[src/rtl/l2_cache_control.sv]
// L2 cache controller: sequences tag check, dirty writeback, line allocate and
// refill recheck for a 2-way write-back cache; keeps saturating perf counters.
module l2_cache_control #(
    parameter int CNT_W = 32
) (
    input  logic             clk,
    input  logic             rst,
    input  logic             mem_read,
    input  logic             mem_write,
    output logic             mem_resp,
    output logic             pmem_read,
    output logic             pmem_write,
    input  logic             pmem_resp,
    input  logic             hit0,
    input  logic             hit1,
    input  logic             dirty0,
    input  logic             dirty1,
    input  logic             lru,
    output logic             way_sel,
    output logic [1:0]       load_data,
    output logic             data_in_sel,
    output logic             load_meta,
    output logic             dirty_in,
    output logic             load_lru,
    output logic             lru_in,
    output logic             pmem_addr_sel,
    output logic [CNT_W-1:0] hit_count,
    output logic [CNT_W-1:0] miss_count,
    output logic [CNT_W-1:0] wb_count
);

    typedef enum logic [2:0] {
        IDLE, TAG_CHECK, WRITEBACK, ALLOCATE, REFILL_WAIT
    } state_t;

    state_t state;
    logic   refilled;
    logic   victim;

    logic req, is_wr, hit, hit_way, victim_dirty;
    assign req          = mem_read | mem_write;
    assign is_wr        = mem_write;
    assign hit          = hit0 | hit1;
    assign hit_way      = ~hit0;             // way0 wins when both match
    assign victim_dirty = lru ? dirty1 : dirty0;

    always_ff @(posedge clk) begin
        if (rst) begin
            state      <= IDLE;
            refilled   <= 1'b0;
            victim     <= 1'b0;
            hit_count  <= '0;
            miss_count <= '0;
            wb_count   <= '0;
        end else begin
            case (state)
                IDLE: begin
                    if (req) begin
                        state    <= TAG_CHECK;
                        refilled <= 1'b0;
                    end
                end
                TAG_CHECK: begin
                    if (!req) begin
                        state <= IDLE;
                    end else if (hit) begin
                        // the post-refill recheck is not a real hit
                        if (!refilled && hit_count != '1) hit_count <= hit_count + 1'b1;
                        state <= IDLE;
                    end else begin
                        if (miss_count != '1) miss_count <= miss_count + 1'b1;
                        victim <= lru;
                        state  <= victim_dirty ? WRITEBACK : ALLOCATE;
                    end
                end
                WRITEBACK: begin
                    if (pmem_resp) begin
                        if (wb_count != '1) wb_count <= wb_count + 1'b1;
                        state <= ALLOCATE;
                    end
                end
                ALLOCATE: begin
                    if (pmem_resp) begin
                        refilled <= 1'b1;
                        state    <= REFILL_WAIT;
                    end
                end
                REFILL_WAIT: state <= TAG_CHECK;
                default:     state <= IDLE;
            endcase
        end
    end

    always_comb begin
        mem_resp      = 1'b0;
        pmem_read     = 1'b0;
        pmem_write    = 1'b0;
        way_sel       = 1'b0;
        load_data     = 2'b00;
        data_in_sel   = 1'b0;
        load_meta     = 1'b0;
        dirty_in      = 1'b0;
        load_lru      = 1'b0;
        lru_in        = 1'b0;
        pmem_addr_sel = 1'b0;
        case (state)
            TAG_CHECK: begin
                if (req && hit) begin
                    mem_resp = 1'b1;
                    load_lru = 1'b1;
                    lru_in   = ~hit_way;
                    way_sel  = hit_way;
                    if (is_wr) begin
                        load_data = hit_way ? 2'b10 : 2'b01;
                        load_meta = 1'b1;
                        dirty_in  = 1'b1;
                    end
                end else if (req) begin
                    way_sel = lru;
                end
            end
            WRITEBACK: begin
                pmem_write    = 1'b1;
                pmem_addr_sel = 1'b1;
                way_sel       = victim;
            end
            ALLOCATE: begin
                pmem_read = 1'b1;
                way_sel   = victim;
                if (pmem_resp) begin
                    load_data   = victim ? 2'b10 : 2'b01;
                    data_in_sel = 1'b1;
                    load_meta   = 1'b1;
                end
            end
            default: ;
        endcase
    end

endmodule

[config.mk]
export PLATFORM = sky130hd
export DESIGN_NAME = l2_cache_control
export DESIGN_NICKNAME = d
export VERILOG_FILES = /design/src/rtl/l2_cache_control.sv
export SDC_FILE = /design/constraint.sdc
export NUM_CORES = 1
export LEC_CHECK = 0
export ABC_AREA = 1
export CELL_PAD_IN_SITES_DETAIL_PLACEMENT = 1
export CELL_PAD_IN_SITES_GLOBAL_PLACEMENT = 2
export CORE_ASPECT_RATIO = 0.7
export CORE_MARGIN = 1.5
export CORE_UTILIZATION = 28
export DETAILED_ROUTE_END_ITERATION = 10
export PLACE_DENSITY_LB_ADDON = 0.1
export RECOVER_POWER = 50
export SYNTH_ARGS = -nofsm -noshare
export SYNTH_HDL_FRONTEND = slang
export SYNTH_SLANG_ARGS = --single-unit
export TNS_END_PERCENT = 10
[constraint.sdc]
create_clock -name clk -period 2.4 [get_ports clk]
set_input_delay 0.48 -clock clk [delete_from_list [all_inputs] [get_ports clk]]
set_output_delay 0.48 -clock clk [all_outputs]
set_load 0.1 [all_outputs]
==> impl_summary.txt, run 1 <==
----------------------------------------------------
[Clock tree]
  Insertion delay to the later sink of the worst-skew pair ... 0.36 ns
  Count of hold buffers inserted by post-cts repair ... 0
  Post-CTS repair timing setup buffer count ... 0
  Number of buffers added by the clock tree synthesis step ... 9
  CTS H-tree depth ... 3
  Clock sinks ... 101
  TritonCTS clock tree ... yes
  Maximum clock insertion buffer count ... 2
  CTS root buf ... sky130_fd_sc_hd__clkbuf_16
  Clock-pin transition on the worst setup and hold timing paths ... 0.07 ns

[Power and ir drop]
  Part of the power in registers ... 0.457
  Clock power share ... 0.419
  Net Sw Frac ... 0.275
  Power dissipated by switching net loads ... 1.02 mW
  Share of power burned in combinational logic ... 0.124
  Pleak ... 2.99 nW
  Power Density ... 458 nW/um^2
  Int Power ... 2.70 mW
  Maximum VDD drop ... 0.000313 V

[Synthesis]
  Area share of the largest cell type after synthesis ... 0.311
  Syn_nets ... 1,082
  Cell type with the highest aggregate area in the netlist ... sky130_fd_sc_hd__dfxtp_1
  Cell types with the highest counts after synthesis ... sky130_fd_sc_hd__nand2_1, sky130_fd_sc_hd__nor2_1, sky130_fd_sc_hd__dfxtp_1, sky130_fd_sc_hd__a21oi_1, sky130_fd_sc_hd__inv_1
  Most frequent cell after synthesis ... sky130_fd_sc_hd__nand2_1
  Post-synth EDFFs ... 0
  Mean Syn Cell Area ... 6.07 sq um
  Register bit count reported by yosys ... 101
  Distinct cell type count after synthesis ... 38
  Seq/Total Area, Yosys ... 0.311
  Post-Synthesis Cell Area ... 6490 sq um
  Number of instances in the synthesized netlist ... 1,069
  Biggest area contributors in the synthesized netlist ... sky130_fd_sc_hd__dfxtp_1, sky130_fd_sc_hd__nand2_1, sky130_fd_sc_hd__nor2_1
  Number of warnings reported in the yosys synthesis log ... 0
  Async set or reset register ratio after synthesis ... 0
  Most used flip-flop cell after synthesis ... sky130_fd_sc_hd__dfxtp_1

[Layout]
  Share of cells above drive strength 1 ... 0.173
  Area of the multi-input gates ... 4100 sq um
  Number of antenna cells inserted ... 0
  Post-route standard cell area excluding fillers ... 8110 sq um
  Synth-to-layout area growth ... 24.9%
  Total of fill cells in the finished design ... 3,001
  Final Net Count ... 1,211
  Sequential Area ... 2020 sq um

[Drt]
  Final WL ... 23.4 mm
  Post-DR vias/cell ... 4.61
  Number of iterations in the first detailed-routing pass ... 5
  Routed Antenna Nets ... 0
  Via count of the routed design ... 6,987
  Wire length per cell after detailed routing ... 15.4 microns
  Remaining DRCs ... 0
  Iteration-0 DRC count of the detailed router ... 292

[Critical path]
  Critical path start-end classification ... input pin to output pin
  CP Capture Type ... output pin
  Reg2Reg Capture Point ... hit_count[28]
  Reg2reg start ... hit_count[1]
  Arrival time at the worst endpoint ... 1.80 ns
  Worst r2r path cells ... 11
  Setup slack on the worst flop-to-flop path ... 0.31 ns
  Maximum fanout along the worst path ... 2
  Startpoint kind of the worst setup timing path ... input pin
  Data required, critical path ... 1.92 ns

[Hold path]
  Instance count along the most critical hold path ... 2
  Worst hold path endpoint ... refilled
  Tightest Hold Check Type ... flop to flop
  HP Start ... refilled

[Timing]
  Minimum clock period after layout ... 2.28 ns
  Worst Hold Margin ... 0.500 ns
  Max frequency ... 0.438 GHz
  Least-Margin Pin Slew ... 1.88 ns
  Portion of the clock cycle consumed by the worst path in the final layout ... 0.952
  Endpoints failing setup ... 0
  Number of hold-slack violations in the final timing report ... 0
  Slack of the critical path ... 0.115 ns
  Setup repair after global routing missed its margin ... false
  Worst Clk Skew ... 0.00869 ns
  Count of pins over their slew limit ... 77
  Relative slew slack ... -0.256

[Place]
  DP Area ... 8060 sq um
  Post-place setup slack ... 0.0286 ns
  Placer Congestion ... 0.818
  DP Wirelength ... 18.5 mm
  Number of I/O port buffers ... 117

[Run]
  Count of maximum capacitance violations ... 1

[Global route]
  Overall Global Routing Usage ... 0.204
  Via count of the first global-routing pass ... 6,941
  Maximum number of pins on one net before global-route repair ... 77
  First-pass GRT wire length ... 38.0 mm
  Grt ovf ... 0
  Initial antenna violation count ... 0

[Die]
  Boundary Pins ... 118
  Core area ... 22,700 sq um
  Starting density of the core ... 0.286
  Die area ... 24,100 sq um
  FP Rows ... 46
  Y dimension of the die ... 130 microns
  Die span in x ... 185 microns

[Run status]
  Violated checks ... capacitance limit, slew limit
  Result of the run ... finished with violations

----------------------------------------------------
-- critical path: stages --
cell	delay, ns
sky130_fd_sc_hd__clkdlybuf4s50_1	0.50
sky130_fd_sc_hd__nor2_2	0.08
sky130_fd_sc_hd__inv_1	0.07
sky130_fd_sc_hd__nand4_1	0.12
sky130_fd_sc_hd__nor2_1	0.10
sky130_fd_sc_hd__o21ai_0	0.12
sky130_fd_sc_hd__o31ai_2	0.11
sky130_fd_sc_hd__buf_12	0.22
-- worst max path at each step --
stage               startpoint            to  slack [ns]  cells past startpoint
floorplan                 hit0      mem_resp       -0.59                      5
global placement          hit0  hit_count[0]       0.008                     10
detailed placement        hit0  hit_count[0]        0.03                     10
CTS                       hit0      load_lru        0.07                      7
global route         mem_write       way_sel        0.01                      8
finish               mem_write       way_sel        0.12                      8
-- final cells by class --
type,instances,share of cell area
clock buffer,13,0.0321
clock inverter,3,0.00540
inverter,65,0.0304
multi-input combinational,874,0.505
sequential,101,0.250
tap,312,0.0481
timing repair buffer,147,0.129
-- stage by stage --
step           utilization  std cells  power [mW]  setup TNS [ns]
2_1_floorplan            -       1069        2.05           -2.40
3_3_place_gp         0.355       1499        2.21               0
3_5_place_dp         0.355       1499        2.21               0
4_1_cts              0.369       1515        3.81               0
5_1_grt              0.358       1515        3.88               0
6_report             0.358       1515        3.72               0
-- placed cells by master (no fill, tap or decap), drive strengths merged, types with 8 or more instances in the layout --
cell           count
xor2              22
o21ai             11
inv               65
nand3b            28
clkdlybuf4s50      8
nand4              9
nand3             40
xnor2             21
nand2            441
dfxtp            101
buf               38
nor2             204
clkbuf           114
a21oi             77
-- power by group through the flow --
stage	logic [mW]	registers (mW)	clock network, mW
after floorplan	0.268	1.78	0
after global placement	0.475	1.74	0
after detailed placement	0.475	1.74	0
after CTS	0.477	1.70	1.63
after global routing	0.494	1.70	1.68
final	0.463	1.70	1.56
-- state kept, by name (all words and copies together) (netlist names) --
register	count
hit_count	32
miss_count	32
wb_count	32
state	3
refilled	1
victim	1
-- cell families (layout without fill, tap and decap cells) --
group           after synthesis  in the layout  share of synthesized area
buf+inv                      94            228                     0.0677
flops                       101            101                      0.311
simple gates                731            731                      0.473
xor+xnor                     43             43                     0.0580
compound gates               96             96                     0.0829
fa+ha+maj                     3              3                    0.00578
mux                           1              1                    0.00154
-- layer usage --
layer  global-route usage  share of wire  vias up
met3               0.0432          0.046        8
met1                0.315           0.55     3249
met2                0.290           0.39      126
met5                    0              0        -
li1                     -              -     3604
met4               0.0316         0.0064        0
-- timing repair --
item,in CTS,in global routing
endpoints found under the setup margin,0,1
endpoints found under the hold margin,0,0
resized for setup,0,1
Power figures use the tool's default switching activity.
==> run 2: changes to the inputs <==
--- a/config.mk
+++ b/config.mk
@@ -6,11 +6,12 @@
 export NUM_CORES = 1
 export LEC_CHECK = 0
 export ABC_AREA = 1
+export ABC_CLOCK_PERIOD_IN_PS = 2950
 export CELL_PAD_IN_SITES_DETAIL_PLACEMENT = 1
 export CELL_PAD_IN_SITES_GLOBAL_PLACEMENT = 2
 export CORE_ASPECT_RATIO = 0.7
 export CORE_MARGIN = 1.5
-export CORE_UTILIZATION = 28
+export CORE_UTILIZATION = 30
 export DETAILED_ROUTE_END_ITERATION = 10
 export PLACE_DENSITY_LB_ADDON = 0.1
 export RECOVER_POWER = 50
==> constraint.sdc (replaced) <==
create_clock -name clk -period 2.95 [get_ports clk]
set_input_delay 0.59 -clock clk [delete_from_list [all_inputs] [get_ports clk]]
set_output_delay 0.59 -clock clk [all_outputs]
set_load 0.1 [all_outputs]
==> impl_summary.txt, run 2 (synthesis gave the netlist of run 1 again) <==
----------------------------------------------------
[Timing]
  Number of hold-slack violations in the final timing report ... 0 (unchanged)
  Max frequency ... 0.385 GHz
  Minimum clock period after layout ... 2.60 ns
  Least-Margin Pin Slew ... 1.24 ns (-0.645 ns)
  Count of pins over their slew limit ... 0 (-100%)
  Portion of the clock cycle consumed by the worst path in the final layout ... 0.880
  Slack of the critical path ... 0.354 ns (+0.238 ns)
  Worst Clk Skew ... 0.0117 ns (+0.00301 ns)
  Endpoints failing setup ... 0 (unchanged)
  Relative slew slack ... 0.178 (+0.434)
  Setup repair after global routing missed its margin ... false

[Clock tree]
  Insertion delay to the later sink of the worst-skew pair ... 0.37 ns (about the same)
  Post-CTS repair timing setup buffer count ... 0 (unchanged)
  CTS H-tree depth ... 3 (unchanged)
  Quantity of gates resized following cts ... 0 (unchanged)
  Maximum clock insertion buffer count ... 2 (unchanged)
  Count of hold buffers inserted by post-cts repair ... 0 (unchanged)
  Clock sinks ... 101 (unchanged)
  CTS root buf ... sky130_fd_sc_hd__clkbuf_16
  TritonCTS clock tree ... yes
  Clock-pin transition on the worst setup and hold timing paths ... 0.07 ns (about the same)
  Number of buffers added by the clock tree synthesis step ... 9 (unchanged)

[Critical path]
  Worst r2r path cells ... 10 (-1)
  Data required, critical path ... 2.36 ns (+0.44 ns)
  CP Capture Type ... output pin
  Maximum fanout along the worst path ... 5 (+3)
  Reg2Reg Capture Point ... miss_count[30]
  CP endpoint ... load_data[1]
  Startpoint kind of the worst setup timing path ... input pin
  Arrival time at the worst endpoint ... 2.01 ns (+0.21 ns)
  Worst setup path startpoint ... pmem_resp
  Reg2reg start ... miss_count[1]
  Setup slack on the worst flop-to-flop path ... 0.67 ns (+0.36 ns)
  Critical path start-end classification ... input pin to output pin

[Layout]
  Share of cells above drive strength 1 ... 0.0669 (-0.106)
  Most common cell after layout, fill and taps aside ... sky130_fd_sc_hd__nand2_1
  Post-route standard cell area excluding fillers ... 7670 sq um (-5.4%)
  Number of antenna cells inserted ... 0 (unchanged)
  Synth-to-layout area growth ... 18.2%
  Final Net Count ... 1,189 (-1.8%)
  Commonest cells after routing, fill and taps aside ... sky130_fd_sc_hd__nand2_1, sky130_fd_sc_hd__nor2_1, sky130_fd_sc_hd__dfxtp_1
  Final core utilization ... 0.366 (+0.00802)
  Registers with the most flip-flops ... hit_count x32, miss_count x32, wb_count x32
  Final instance count without filler cells ... 1,456 (-3.9%)

[Global route]
  Overall Global Routing Usage ... 0.207 (+0.00310)
  Grt ovf ... 0 (unchanged)
  First-pass GRT wire length ... 36.6 mm (-3.8%)
  Maximum number of pins on one net before global-route repair ... 58 (-25%)
  Initial antenna violation count ... 0 (unchanged)
  Via count of the first global-routing pass ... 6,618 (-4.7%)

[Die]
  Die area ... 22,500 sq um (-6.5%)
  Starting density of the core ... 0.309 (+0.0232)
  Die span in x ... 179 microns (-3.3%)
  FP Rows ... 44 (-4.3%)
  Boundary Pins ... 118 (unchanged)
  Core area ... 21,000 sq um (-7.5%)
  Y dimension of the die ... 126 microns (-3.3%)

[Drt]
  Remaining DRCs ... 0 (unchanged)
  Post-DR vias/cell ... 4.71 (+2.0%)
  Final WL ... 22.7 mm (-2.9%)
  Iteration-0 DRC count of the detailed router ... 401 (+37%)
  Via count of the routed design ... 6,852 (-1.9%)
  Routed Antenna Nets ... 0 (unchanged)
  Wire length per cell after detailed routing ... 15.6 microns (+1.0%)
  Number of iterations in the first detailed-routing pass ... 4 (-1)

[Place]
  Placer Congestion ... 0.806 (-1.5%)
  Post-place setup slack ... 0.315 ns (+0.286 ns)
  Number of placed instances, taps included ... 1,441 (-3.9%)
  DP Wirelength ... 17.5 mm (-5.2%)
  DP Area ... 7760 sq um (-3.7%)
  Number of I/O port buffers ... 117 (unchanged)

[Hold path]
  Tightest Hold Check Type ... flop to flop

[Power and ir drop]
  Pleak ... 2.50 nW (-16%)
  Power Density ... 385 nW/um^2 (-16%)
  Overall power ... 2.95 mW (-21%)
  Maximum VDD drop ... 0.000233 V (-25%)

[Run]
  Count of maximum capacitance violations ... 0 (-1)

[Run status]
  Result of the run ... completed

----------------------------------------------------
[run 2: cell count changes in the layout (fill, tap and decap cells not counted), sizes merged]
cell / previous run / this run
clkinvlp: 0 / 1
clkbuf: 114 / 108
clkinv: 2 / 4
buf: 38 / 18
[run 2: metrics by stage]
| stage | TNS (ns) | hold slack [ns] |
|---|---|---|
| floorplan | -1.30 | 0.451 |
| global placement | 0 | 0.466 |
| detailed placement | 0 | 0.472 |
| CTS | 0 | 0.482 |
| global route | 0 | 0.516 |
| finish | 0 | 0.483 |
[run 2: area by class of cell]
type	instances	area, sq um
Fill cell	2795	13300
Multi-Input combinational cell	874	4040
Sequential cell	101	2020
Timing Repair Buffer	125	722
Tap cell	276	345
Inverter	65	246
Clock buffer	9	225
Clock inverter	6	65.1
[run 2: power breakdown]
group / internal, mW / switching (mW) / total [mW] / leakage, nW
clock: 0.654 / 0.581 / 1.24 / 0.141
combinational: 0.0859 / 0.250 / 0.336 / 1.55
sequential: 1.37 / 0.0116 / 1.38 / 0.814
[run 2: worst min-delay path by stage]
stage / startpoint / end / slack [ns] / depth (start not counted)
CTS: refilled / refilled / 0.48 / 2
finish: refilled / refilled / 0.48 / 2
detailed placement: refilled / refilled / 0.47 / 2
global route: refilled / refilled / 0.52 / 2
global placement: refilled / refilled / 0.47 / 2
floorplan: refilled / refilled / 0.45 / 2
[run 2: critical path, stage by stage]
cell                              delay [ns]
sky130_fd_sc_hd__clkdlybuf4s50_1        0.45
sky130_fd_sc_hd__inv_1                  0.09
sky130_fd_sc_hd__nor2_1                 0.27
sky130_fd_sc_hd__inv_1                  0.18
sky130_fd_sc_hd__o22ai_2                0.22
sky130_fd_sc_hd__buf_12                 0.20
[run 2: layer usage]
layer,track usage,vias up,wire length (microns)
li1,-,3561,-
met1,0.328,3152,12800
met2,0.282,128,8570
met3,0.0459,11,1180
met4,0.0353,0,156
met5,0,-,0
